==> src/rtl/enemy_target.sv <==
// enemy_target: shootable enemy that patrols horizontally on the frame clock.
// Detects overlap with the player bullet, answers a hit with a one-frame
// hit_ack, and runs health, a hit-flash window and a death/respawn timer.
//
// Ports:
//   frame_clk         frame-rate clock, all state changes on its rising edge
//   Reset_n           asynchronous active-low reset
//   BulletX/Y/S       bullet centre and half-size
//   bullet_on         bullet is live
//   EnemyX/Y/S        enemy centre and half-size for the colour mapper
//   enemy_on          enemy visible (ALIVE or HIT)
//   flash             alternate-colour request while in HIT
//   hit_ack           one-frame pulse: bullet consumed
//   kill              one-frame pulse: enemy destroyed
//   health            remaining health
//
// state | meaning
// ------+-----------------------------------------------
// ALIVE | moving, hittable
// HIT   | moving, visible, flashing, not hittable
// DEAD  | invisible, stationary, waiting for respawn
module enemy_target #(
  parameter int SPAWN_X        = 320,
  parameter int SPAWN_Y        = 100,
  parameter int ENEMY_SIZE     = 16,
  parameter int X_MIN          = 1,
  parameter int X_MAX          = 639,
  parameter int X_STEP         = 2,
  parameter int MAX_HEALTH     = 3,
  parameter int HIT_FRAMES     = 30,
  parameter int RESPAWN_FRAMES = 120
) (
  input  logic       frame_clk,
  input  logic       Reset_n,
  input  logic [9:0] BulletX,
  input  logic [9:0] BulletY,
  input  logic [9:0] BulletS,
  input  logic       bullet_on,
  output logic [9:0] EnemyX,
  output logic [9:0] EnemyY,
  output logic [9:0] EnemyS,
  output logic       enemy_on,
  output logic       flash,
  output logic       hit_ack,
  output logic       kill,
  output logic [2:0] health
);

  typedef enum logic [1:0] {ALIVE = 2'd0, HIT = 2'd1, DEAD = 2'd2} state_t;

  localparam logic [10:0] SZ      = 11'(ENEMY_SIZE);
  localparam logic [10:0] STEP    = 11'(X_STEP);
  localparam logic [10:0] XMAX    = 11'(X_MAX);
  localparam logic [10:0] XMIN    = 11'(X_MIN);
  localparam logic [9:0]  SPAWN   = 10'(SPAWN_X);
  localparam logic [9:0]  STEP10  = 10'(X_STEP);
  localparam logic [2:0]  HP_MAX  = 3'(MAX_HEALTH);
  localparam logic [7:0]  HIT_CNT = 8'(HIT_FRAMES);
  localparam logic [7:0]  DEAD_CNT = 8'(RESPAWN_FRAMES);

  state_t     state, state_nxt;
  logic [7:0] cnt, cnt_nxt;
  logic [9:0] x, x_nxt;
  logic       dir_right, dir_nxt;
  logic [2:0] hp, hp_nxt;
  logic       ack_nxt, kill_nxt, flash_nxt;

  // Collision: 11-bit arithmetic, low edges clamped at zero.
  logic [10:0] bx_lo, bx_hi, by_lo, by_hi;
  logic [10:0] ex_lo, ex_hi, ey_lo, ey_hi;
  logic [10:0] x_ext, y_ext;
  logic        overlap, hit;

  assign x_ext = {1'b0, x};
  assign y_ext = 11'(SPAWN_Y);

  always_comb begin
    bx_hi = {1'b0, BulletX} + {1'b0, BulletS};
    bx_lo = (BulletX >= BulletS) ? {1'b0, BulletX - BulletS} : 11'd0;
    by_hi = {1'b0, BulletY} + {1'b0, BulletS};
    by_lo = (BulletY >= BulletS) ? {1'b0, BulletY - BulletS} : 11'd0;
    ex_hi = x_ext + SZ;
    ex_lo = (x_ext >= SZ) ? x_ext - SZ : 11'd0;
    ey_hi = y_ext + SZ;
    ey_lo = (y_ext >= SZ) ? y_ext - SZ : 11'd0;
    overlap = (bx_hi >= ex_lo) && (bx_lo <= ex_hi) &&
              (by_hi >= ey_lo) && (by_lo <= ey_hi);
    hit = (state == ALIVE) && bullet_on && overlap;
  end

  // Patrol step with edge bounce; used in ALIVE and HIT.
  logic [9:0] mv_x;
  logic       mv_dir;

  always_comb begin
    mv_x   = x;
    mv_dir = dir_right;
    if (dir_right) begin
      if (x_ext + SZ + STEP > XMAX) begin
        mv_dir = 1'b0;
        mv_x   = x - STEP10;
      end else begin
        mv_x   = x + STEP10;
      end
    end else begin
      if (x_ext < XMIN + SZ + STEP) begin
        mv_dir = 1'b1;
        mv_x   = x + STEP10;
      end else begin
        mv_x   = x - STEP10;
      end
    end
  end

  // State register
  always_ff @(posedge frame_clk or negedge Reset_n) begin
    if (!Reset_n) begin
      state     <= ALIVE;
      cnt       <= 8'd0;
      x         <= SPAWN;
      dir_right <= 1'b1;
      hp        <= HP_MAX;
      hit_ack   <= 1'b0;
      kill      <= 1'b0;
      flash     <= 1'b0;
    end else begin
      state     <= state_nxt;
      cnt       <= cnt_nxt;
      x         <= x_nxt;
      dir_right <= dir_nxt;
      hp        <= hp_nxt;
      hit_ack   <= ack_nxt;
      kill      <= kill_nxt;
      flash     <= flash_nxt;
    end
  end

  // Next-state logic
  always_comb begin
    state_nxt = state;
    cnt_nxt   = cnt;
    x_nxt     = x;
    dir_nxt   = dir_right;
    hp_nxt    = hp;
    ack_nxt   = 1'b0;
    kill_nxt  = 1'b0;
    case (state)
      ALIVE: begin
        x_nxt   = mv_x;
        dir_nxt = mv_dir;
        if (hit) begin
          ack_nxt = 1'b1;
          if (hp == 3'd1) begin
            hp_nxt    = 3'd0;
            kill_nxt  = 1'b1;
            state_nxt = DEAD;
            cnt_nxt   = DEAD_CNT;
          end else begin
            hp_nxt    = hp - 3'd1;
            state_nxt = HIT;
            cnt_nxt   = HIT_CNT;
          end
        end
      end
      HIT: begin
        x_nxt   = mv_x;
        dir_nxt = mv_dir;
        if (cnt <= 8'd1) begin
          state_nxt = ALIVE;
          cnt_nxt   = 8'd0;
        end else begin
          cnt_nxt   = cnt - 8'd1;
        end
      end
      DEAD: begin
        if (cnt <= 8'd1) begin
          state_nxt = ALIVE;
          cnt_nxt   = 8'd0;
          x_nxt     = SPAWN;
          dir_nxt   = 1'b1;
          hp_nxt    = HP_MAX;
        end else begin
          cnt_nxt   = cnt - 8'd1;
        end
      end
      default: begin
        state_nxt = ALIVE;
        cnt_nxt   = 8'd0;
      end
    endcase
    // Registered so flash tracks the counter parity it is stored alongside.
    flash_nxt = (state_nxt == HIT) && cnt_nxt[0];
  end

  // Outputs
  always_comb begin
    enemy_on = (state != DEAD);
    EnemyX   = x;
    EnemyY   = 10'(SPAWN_Y);
    EnemyS   = 10'(ENEMY_SIZE);
    health   = hp;
  end

endmodule

==> config.mk <==
export PLATFORM = sky130hd
export DESIGN_NAME = enemy_target
export DESIGN_NICKNAME = d
export VERILOG_FILES = /design/src/rtl/enemy_target.sv
export SDC_FILE = /design/constraint.sdc
export NUM_CORES = 1
export LEC_CHECK = 0
export CAP_MARGIN = 40
export CELL_PAD_IN_SITES_DETAIL_PLACEMENT = 0
export CELL_PAD_IN_SITES_GLOBAL_PLACEMENT = 2
export CORE_MARGIN = 2
export CORE_UTILIZATION = 35
export CTS_CLUSTER_DIAMETER = 80
export DETAILED_ROUTE_END_ITERATION = 8
export PLACE_DENSITY_LB_ADDON = 0.25
export SYNTH_ARGS = -nofsm -noshare
export SYNTH_HDL_FRONTEND = slang
export SYNTH_SLANG_ARGS = --single-unit
export TNS_END_PERCENT = 100
==> constraint.sdc <==
create_clock -name frame_clk -period 8.83 [get_ports frame_clk]
set_input_delay 0.883 -clock frame_clk [delete_from_list [all_inputs] [get_ports frame_clk]]
set_output_delay 0.883 -clock frame_clk [all_outputs]
set_load 0.02 [all_outputs]
==> results of run 1 <==
[cell usage after synthesis (all sizes together), types with 3 or more instances]
cell type   n  area (sq um)
or4         3          22.5
ha         75           938
nand2      36           135
nand2b      4          25.0
a21oi      37           189
a22oi       3          22.5
a221o       4          40.0
a211oi      8          65.1
o21ai      35           175
clkbuf     15          56.3
o211ai      7          52.6
mux2i       7          70.1
o31ai       7          66.3
xnor2      21           184
a31oi       7          43.8
o21a        4          30.0
a21o       11          85.1
dfstp       5           131
nor2       46           175
xor2       10          87.6
o31a        3          26.3
or3         5          31.3
inv        43           161
nor2b       7          43.8
buf        26           195
o21bai      8          60.1
o2111ai     4          35.0
and2        7          43.8
dfrtp      21           526
fa          4          80.1
nand3      11          55.1
o2bb2ai     3          26.3
nand4       3          18.8
nor3       22           121
and3        5          32.5
nor4        9          75.1
[logic make-up (layout without fill, tap and decap cells)]
family / after synthesis / after routing / share of synthesized area (%)
muxes: 8 / 8 / 1.86
AOI/OAI and AO/OA: 158 / 158 / 24.5
and+or+nand+nor: 168 / 168 / 19.7
xor gates and xnor gates: 31 / 31 / 6.19
DFF: 26 / 26 / 15.0
buffers and inverters: 84 / 97 / 9.42
adders and majority gates: 79 / 79 / 23.2
other: 2 / 22 / 0.171
[through the flow]
step	hold slack [ns]	util, %
finish	0.547	41.4
global route	0.584	41.4
CTS	0.551	41.4
detailed placement	0.535	40.5
global placement	0.535	40.5
floorplan	0.497	-
[final timing paths]
check / cells past startpoint / slack (ns) / end / from
max in group asynchronous: 2 / 7.53 / health[0] / Reset_n
worst min-delay path: 1 / 0.55 / cnt[3] / cnt[3]
worst max-delay path: 17 / 3.13 / cnt[6] / BulletS[1]
min in group asynchronous: 2 / 1.00 / EnemyX[9] / Reset_n
worst min register to register: 1 / 0.55 / cnt[3] / cnt[3]
worst max register to register: 12 / 4.70 / cnt[6] / EnemyX[4]
[cell type report]
cell class                 count  area (sq um)  area share [%]
multi-input combinational    466          3390            67.6
sequential                    26           657            13.1
timing repair buffer          50           493            9.83
tap                          168           210            4.19
inverter                      43           161            3.22
clock buffer                   3          75.1            1.50
clock inverter                 1          30.0           0.599
[layout by cell type (no fill, tap or decap), types with 10 or more instances in the layout]
master / n
ha_1: 75
clkdlybuf4s50_1: 48
nor2_1: 45
inv_1: 43
nand2_1: 36
a21oi_1: 36
o21ai_0: 33
conb_1: 22
dfrtp_1: 21
xnor2_1: 21
nor3_1: 21
nand3_1: 11
xor2_1: 10
[per-layer routing]
layer / vias up / part of all wire [%]
met4: 0 / 1.2
met5: - / 0
met2: 99 / 46
met3: 10 / 3.1
li1: 2022 / -
met1: 1897 / 50
[power by group through the flow]
| stage | registers, W | logic [W] | clock network (W) |
|---|---|---|---|
| final | 0.000119 | 0.000189 | 0.000131 |
| after CTS | 0.000119 | 0.000189 | 0.000137 |
| after global placement | 0.000121 | 0.000187 | 0 |
| after floorplan | 0.000121 | 0.000142 | 0 |
| after global routing | 0.000119 | 0.000213 | 0.000141 |
| after detailed placement | 0.000121 | 0.000189 | 0 |
[registers in the layout, summed over array words and instances (netlist names)]
| register | cells |
|---|---|
| flash | 1 |
| cnt | 8 |
| EnemyX | 9 |
| dir_right | 1 |
| kill | 1 |
| hit_ack | 1 |
| state | 2 |
| health | 3 |
[worst max-delay path: stages]
cell and delay [ns]:
clkdlybuf4s50_1 0.61, inv_1 0.21, fa_1 0.50, a211oi_2 0.24, o21bai_1 0.13, a311o_1 0.34, a21oi_2 0.38, and2b_2 0.27
ha_1 0.28, o21ai_0 0.16, a21oi_1 0.09, nor3_1 0.18, o21ai_0 0.12, a31o_2 0.30, nor3_4 0.56, nor2_2 0.19
a221o_1 0.39
==> flow_summary.ini, run 1 <==
[clocking]
cts_buffers = 3
clk-insertion-delay-late_ns = 0.26
clkTransAtPathRegs_ns = 0.07
cts_root_buf = clkbuf_16
htreeDepth = 1
cts-resized-gates = 0
cts_buffer_depth = 2
postCtsSetupRepairBufs = 0
cts_hold_buf = 0
cts_tree = built
clkSinkCount = 26

[job]
maxCapViolCount = 0

[floorplan]
num_rows = 40
die_h_microns = 116
die_area_sq_um = 13400
fp.dieW_microns = 116
core_sq_um = 12100
initial_core_util_pct = 36.2
pin_count = 70

[global_routing]
grt_pass1_wl_microns = 19200
grt_most_used_layer = met2
grt_use_total_pct = 17.5
grt_max_degree = 27
grtUsageMet2_pct = 29.0
grt-ovfl-total = 0
antenna_found_initial = 0
grt_pass1_vias = 3902
grtUsageMet1_pct = 25.5
grtUsageMet3_pct = 1.31

[setup_path]
cp.arrival_ns = 5.85
critPathRequiredTime_ns = 8.97
path_class = in -> reg
path_max_fanout = 15
crit_path_start_kind = input pin
cp-end-kind = flop

[final_layout]
fin_cells = 757
final_area_sq_um = 5020
drive_gt1_share_pct = 4.92
area_delta_synth_final_pct = 14.4
fill_cells = 1273
antenna_cells = 0
nets = 702

[synth]
yosysUniqueCellTypes = 72
async_reset_ff_share_pct = 100
netlist_area_sq_um = 4380
ys_ff_latch = 26
synth_edf_count = 0
syn_inst = 556
synthFlopType = dfrtp_1
syn_area_per_cell_sq_um = 7.89
ys_seq_area_share_pct = 15.0
synth_warnings = 0

[pwr]
irDropWorstVdd_uv = 69.7
power_density_nw_per_um2 = 87.6
power_switching_share_pct = 34.0
p_switching_w = 0.000149
p_leak_nw = 2.22
p_int_w = 0.000290
power_w = 0.000439
pwr-share-seq_pct = 27.1
pwr-share-clk_pct = 29.8
p_comb_share_pct = 43.1

[timing]
finalCritPeriodShare_pct = 64.6
max_freq_ghz = 0.175
maxSlewHeadroom_pct = 46.4
hold_viol_final = 0
slew_violations = 0
rsz0062_at_grt = no
tightest_slew_ns = 0.797
period_needed_ns = 5.70
setup_viol = 0
finClkSkew_ns = 0.00468
fin_tns_setup_ns = 0
setup_ws_ns = 3.13

[placement]
routabilityCongestion = 0.828
numPortBuffers = 48
dp_cells = 753
dp_hpwl_microns = 9470
place_ws_ns = 2.87
placed_area_sq_um = 4910

[detailed_routing]
drt_iter0_drc = 235
vias_per_cell = 5.32
drtPass1Iterations = 4
antenna_left = 0
dr_total_vias = 4028
wl_per_cell_microns = 15.2
wl_microns = 11500
drc = 0

[hold_path]
hp-class = reg -> reg

[outcome]
outcome = completed
(Power assumes the default switching activity.)
==> run 2, diff against run 1 <==
--- a/config.mk
+++ b/config.mk
@@ -9,7 +9,7 @@
 export CELL_PAD_IN_SITES_DETAIL_PLACEMENT = 0
 export CELL_PAD_IN_SITES_GLOBAL_PLACEMENT = 2
 export CORE_MARGIN = 2
-export CORE_UTILIZATION = 35
+export CORE_UTILIZATION = 32
 export CTS_CLUSTER_DIAMETER = 80
 export DETAILED_ROUTE_END_ITERATION = 8
 export PLACE_DENSITY_LB_ADDON = 0.25
==> constraint.sdc (replaced) <==
create_clock -name frame_clk -period 5.35 [get_ports frame_clk]
set_input_delay 0.535 -clock frame_clk [delete_from_list [all_inputs] [get_ports frame_clk]]
set_output_delay 0.535 -clock frame_clk [all_outputs]
set_load 0.02 [all_outputs]
==> flow_summary.ini, run 2 (synthesis gave the netlist of run 1 again) <==
[outcome]
outcome = completed

[timing]
tightest_slew_ns = 0.878
hold_viol_final = 0
holdWs_ns = 0.551
maxSlewHeadroom_pct = 40.9
setup_viol = 0
finClkSkew_ns = 0.00882
finalCritPeriodShare_pct = 91.1
period_needed_ns = 4.88
max_freq_ghz = 0.205
setup_ws_ns = 0.475
slew_violations = 0
rsz0062_at_grt = no
fin_tns_setup_ns = 0

[setup_path]
cp.arrival_ns = 5.02
crit_path_start_kind = input pin
path_class = in -> reg
path_max_fanout = 8
critPathRequiredTime_ns = 5.50
cp-end-kind = flop

[global_routing]
grt_max_degree = 27
grt_use_total_pct = 17.0
antenna_found_initial = 0
grt_pass1_vias = 3955
grt-ovfl-total = 0
grt_pass1_wl_microns = 20400

[final_layout]
largest_reg_flops = 9
fill_cells = 1380
antenna_cells = 0
final_common_cell = ha_1
final_cell_mix = 75 x ha_1, 48 x clkdlybuf4s50_1, 45 x nor2_1, 43 x inv_1
nets = 703
drive_gt1_share_pct = 5.08
regArea_sq_um = 657
multiInputGateArea_sq_um = 3390
area_delta_synth_final_pct = 14.9
fin_cells = 766

[detailed_routing]
wl_microns = 12100
vias_per_cell = 5.26
drtPass1Iterations = 4
wl_per_cell_microns = 15.8
antenna_left = 0
drt_iter0_drc = 244
drc = 0
dr_total_vias = 4029

[floorplan]
num_rows = 42
core_sq_um = 13300
pin_count = 70
initial_core_util_pct = 33.0
die_area_sq_um = 14700
fp.dieW_microns = 121
die_h_microns = 121

[clocking]
cts_hold_buf = 0
cts_buffers = 3
clk-insertion-delay-late_ns = 0.26
cts_buffer_depth = 2
htreeDepth = 1
clkTransAtPathRegs_ns = 0.07
cts_tree = built
cts_root_buf = clkbuf_16
cts-resized-gates = 0
postCtsSetupRepairBufs = 0
clkSinkCount = 26

[job]
maxCapViolCount = 0

[pwr]
power_density_nw_per_um2 = 145
p_leak_nw = 2.23
irDropWorstVdd_uv = 131

[placement]
numPortBuffers = 48
routabilityCongestion = 0.851
place_ws_ns = 0.227
dp_cells = 762
dp_hpwl_microns = 9910

[hold_path]
hp-class = reg -> reg
run 2: cell count changes in the layout (fill, tap and decap cells not counted), sizes merged:
cell,before,now
buf,2,3
run 2: final timing paths:
check                                 from   endpoint  slack, ns  cells past startpoint
worst max register to register   EnemyX[4]     cnt[6]       1.44                     12
worst min register to register   health[1]  health[1]       0.55                      2
worst min-delay path             health[1]  health[1]       0.55                      2
worst max-delay path            BulletS[0]     cnt[6]       0.47                     18
min in group asynchronous          Reset_n  EnemyX[1]       0.65                      2
max in group asynchronous          Reset_n  health[1]       4.38                      2
run 2: layout make-up:
type	instances	share of cell area, %
repair buffers	51	9.99
well taps	176	4.37
clock inverters	1	0.596
flip-flops and latches	26	13.0
multi-input cells	466	67.3
inverters	43	3.20
clock buffers	3	1.49
run 2: power breakdown:
part	leakage (nW)	switching [W]	internal (W)
sequential	0.311	0	0.000197
combinational	1.87	0.000181	0.000135
clock	0.0511	0.0000711	0.000149
total	2.23	0.000252	0.000481
run 2: worst max-delay path, stage by stage:
cell and delay (ns):
clkdlybuf4s50_1 0.59, ha_1 0.19, inv_1 0.06, fa_1 0.43, a211oi_2 0.24, o21bai_1 0.13, a311o_1 0.35, a21oi_2 0.18
and2b_2 0.24, ha_1 0.28, o21ai_0 0.17, a21oi_1 0.09, nor3_1 0.21, o21ai_0 0.13, a31o_2 0.30, nor3_4 0.38
nor2_2 0.15, a221o_1 0.38
run 2: layer usage:
metal	vias to the layer above	GRT usage [%]	routed length (microns)
li1	2018	-	-
met1	1924	24.8	6120
met2	81	28.2	5520
met3	6	1.46	345
met4	0	1.67	89
met5	-	0	0
run 2: metrics by stage:
step | utilization [%] | total power, W | cell area [sq um]
after global placement | 37.1 | 0.000513 | 4930
after global routing | 37.9 | 0.000792 | 5040
after detailed placement | 37.1 | 0.000516 | 4930
final | 37.9 | 0.000733 | 5040
after CTS | 37.9 | 0.000741 | 5040
after floorplan | - | 0.000435 | 4460
==> run 3, diff against run 2 <==
--- a/config.mk
+++ b/config.mk
@@ -5,13 +5,14 @@
 export SDC_FILE = /design/constraint.sdc
 export NUM_CORES = 1
 export LEC_CHECK = 0
-export CAP_MARGIN = 40
+export CAP_MARGIN = 20
 export CELL_PAD_IN_SITES_DETAIL_PLACEMENT = 0
 export CELL_PAD_IN_SITES_GLOBAL_PLACEMENT = 2
 export CORE_MARGIN = 2
 export CORE_UTILIZATION = 32
 export CTS_CLUSTER_DIAMETER = 80
 export DETAILED_ROUTE_END_ITERATION = 8
+export GPL_TIMING_DRIVEN = 0
 export PLACE_DENSITY_LB_ADDON = 0.25
 export SYNTH_ARGS = -nofsm -noshare
 export SYNTH_HDL_FRONTEND = slang
==> flow_summary.ini, run 3 (synthesis gave the netlist of run 1 again) <==
[outcome]
outcome = completed

[floorplan]
initial_core_util_pct = 33.0
pin_count = 70
core_sq_um = 13300
die_h_microns = 121
die_area_sq_um = 14700
num_rows = 42
fp.dieW_microns = 121

[detailed_routing]
drt_iter0_drc = 197
met1_length_microns = 5940
top_layer_used = met4
route.met2.wl_microns = 5580
dr_total_vias = 4093
drc = 0
vias_per_cell = 5.08
wl_met3_microns = 359
drtPass1Iterations = 4
wl_microns = 11900
wl_per_cell_microns = 14.8
antenna_left = 0

[final_layout]
final_core_utilization_pct = 39.9
area_delta_synth_final_pct = 20.9
final_area_sq_um = 5300
drive_gt1_share_pct = 8.59
final_cell_mix = 75 x ha_1, 48 x clkdlybuf4s50_1, 45 x nor2_1, 43 x inv_1
largest_reg_flops = 9
final_common_cell = ha_1
antenna_cells = 0
nets = 742

[pwr]
power_density_nw_per_um2 = 142
irDropWorstVdd_uv = 80.2
p_leak_nw = 2.38

[clocking]
cts_buffer_depth = 2
clk-insertion-delay-late_ns = 0.27
cts_buffers = 3
postCtsSetupRepairBufs = 0
cts_root_buf = clkbuf_16
clkTransAtPathRegs_ns = 0.08
clkSinkCount = 26
cts_hold_buf = 0
htreeDepth = 1
cts_tree = built

[timing]
tightest_slew_ns = 0.971
slew_violations = 0
rsz0062_at_grt = no
setup_viol = 0
max_freq_ghz = 0.201
period_needed_ns = 4.98
maxSlewHeadroom_pct = 34.7
hold_viol_final = 0
finalCritPeriodShare_pct = 93.1
finClkSkew_ns = 0.00912

[setup_path]
cp.arrival_ns = 5.14
worst_path_most_repeated_cell = o21ai_0
critPathRequiredTime_ns = 5.50
path_max_fanout = 10
crit_chain = clkdlybuf4s50_1, inv_1, fa_1, a211oi_2, o21bai_1, a311o_1, a21oi_4, and2b_2, ha_1, o21ai_0, a21oi_1, nor3_1, o21ai_0, a31o_2, nor3_4, nor2_2, a221o_1
cpPeakStageDelay_ns = 0.60
crit_path_start_kind = input pin
path_class = in -> reg
cp_slowest_cell = clkdlybuf4s50_1
cp-end-kind = flop

[global_routing]
grt-ovfl-total = 0
grt_use_total_pct = 16.7
grt_max_degree = 19
grt_pass1_vias = 3989
antenna_found_initial = 0
grt_pass1_wl_microns = 20200

[placement]
placed_area_sq_um = 5190
routabilityCongestion = 0.868
dp_hpwl_microns = 9810
numPortBuffers = 48

[hold_path]
hp-class = reg -> reg

[job]
maxCapViolCount = 0
-- run 3: changes by cell type in the layout (fill, tap and decap cells not counted) --
cell	previous run	this run
clkbuf_1	0	15
a21oi_4	0	1
buf_16	0	1
buf_4	3	21
buf_6	0	2
buf_2	0	3
a21oi_2	1	0
-- run 3: through the flow --
step                setup slack [ns]  hold WS [ns]  TNS [ns]  power, W  instances
detailed placement            -0.113         0.528    -0.538  0.000527        801
floorplan                       1.17         0.239         0  0.000435        576
CTS                            0.171         0.556         0  0.000756        805
global route                  0.0239         0.596         0  0.000807        805
finish                         0.367         0.553         0  0.000754        805
global placement             -0.0706         0.518    -0.218  0.000520        800
-- run 3: area by class of cell --
cell class	instances	area (sq um)
well taps	176	220
multi-input cells	466	3400
fillers	1409	8000
clock inverters	1	30.0
repair buffers	49	508
inverters	43	161
plain buffers	41	251
flip-flops and latches	26	657
clock buffers	3	75.1
-- run 3: power by group --
| group | internal (W) | leakage [nW] | switching [W] |
|---|---|---|---|
| combinational | 0.000146 | 2.02 | 0.000183 |
| sequential | 0.000197 | 0.311 | 0 |
| clock | 0.000149 | 0.0511 | 0.0000788 |
-- run 3: repair_timing --
| action | in CTS | in global routing |
|---|---|---|
| gates resized for setup | 0 | 1 |
| endpoints found under the setup margin | 0 | 8 |
| endpoints found under the hold margin | 0 | 0 |
-- run 3: critical path: cells and delay by family --
| kind | cells | cell delay [ns] |
|---|---|---|
| adders and majority gates | 2 | 0.78 |
| and+or+nand+nor | 4 | 0.91 |
| buffers and inverters | 2 | 0.82 |
| AOI/OAI and AO/OA | 9 | 2.09 |
-- run 3: path summary, 6_finish.rpt --
kind                             from        end  slack, ns  depth (start not counted)
setup / recovery           BulletS[1]     cnt[2]       0.37                         17
setup reg to reg            EnemyX[4]     cnt[2]       1.39                         14
hold / removal                 cnt[3]     cnt[3]       0.55                          1
max in group asynchronous     Reset_n  health[0]       4.16                          2
hold reg to reg                cnt[3]     cnt[3]       0.55                          1
min in group asynchronous     Reset_n  EnemyX[1]       0.62                          1
-- run 3: layer usage --
| metal | track usage, % | vias to the layer above |
|---|---|---|
| met5 | 0 | - |
| met4 | 1.67 | 0 |
| met3 | 1.55 | 4 |
| met2 | 28.9 | 70 |
| met1 | 23.4 | 1919 |
| li1 | - | 2100 |
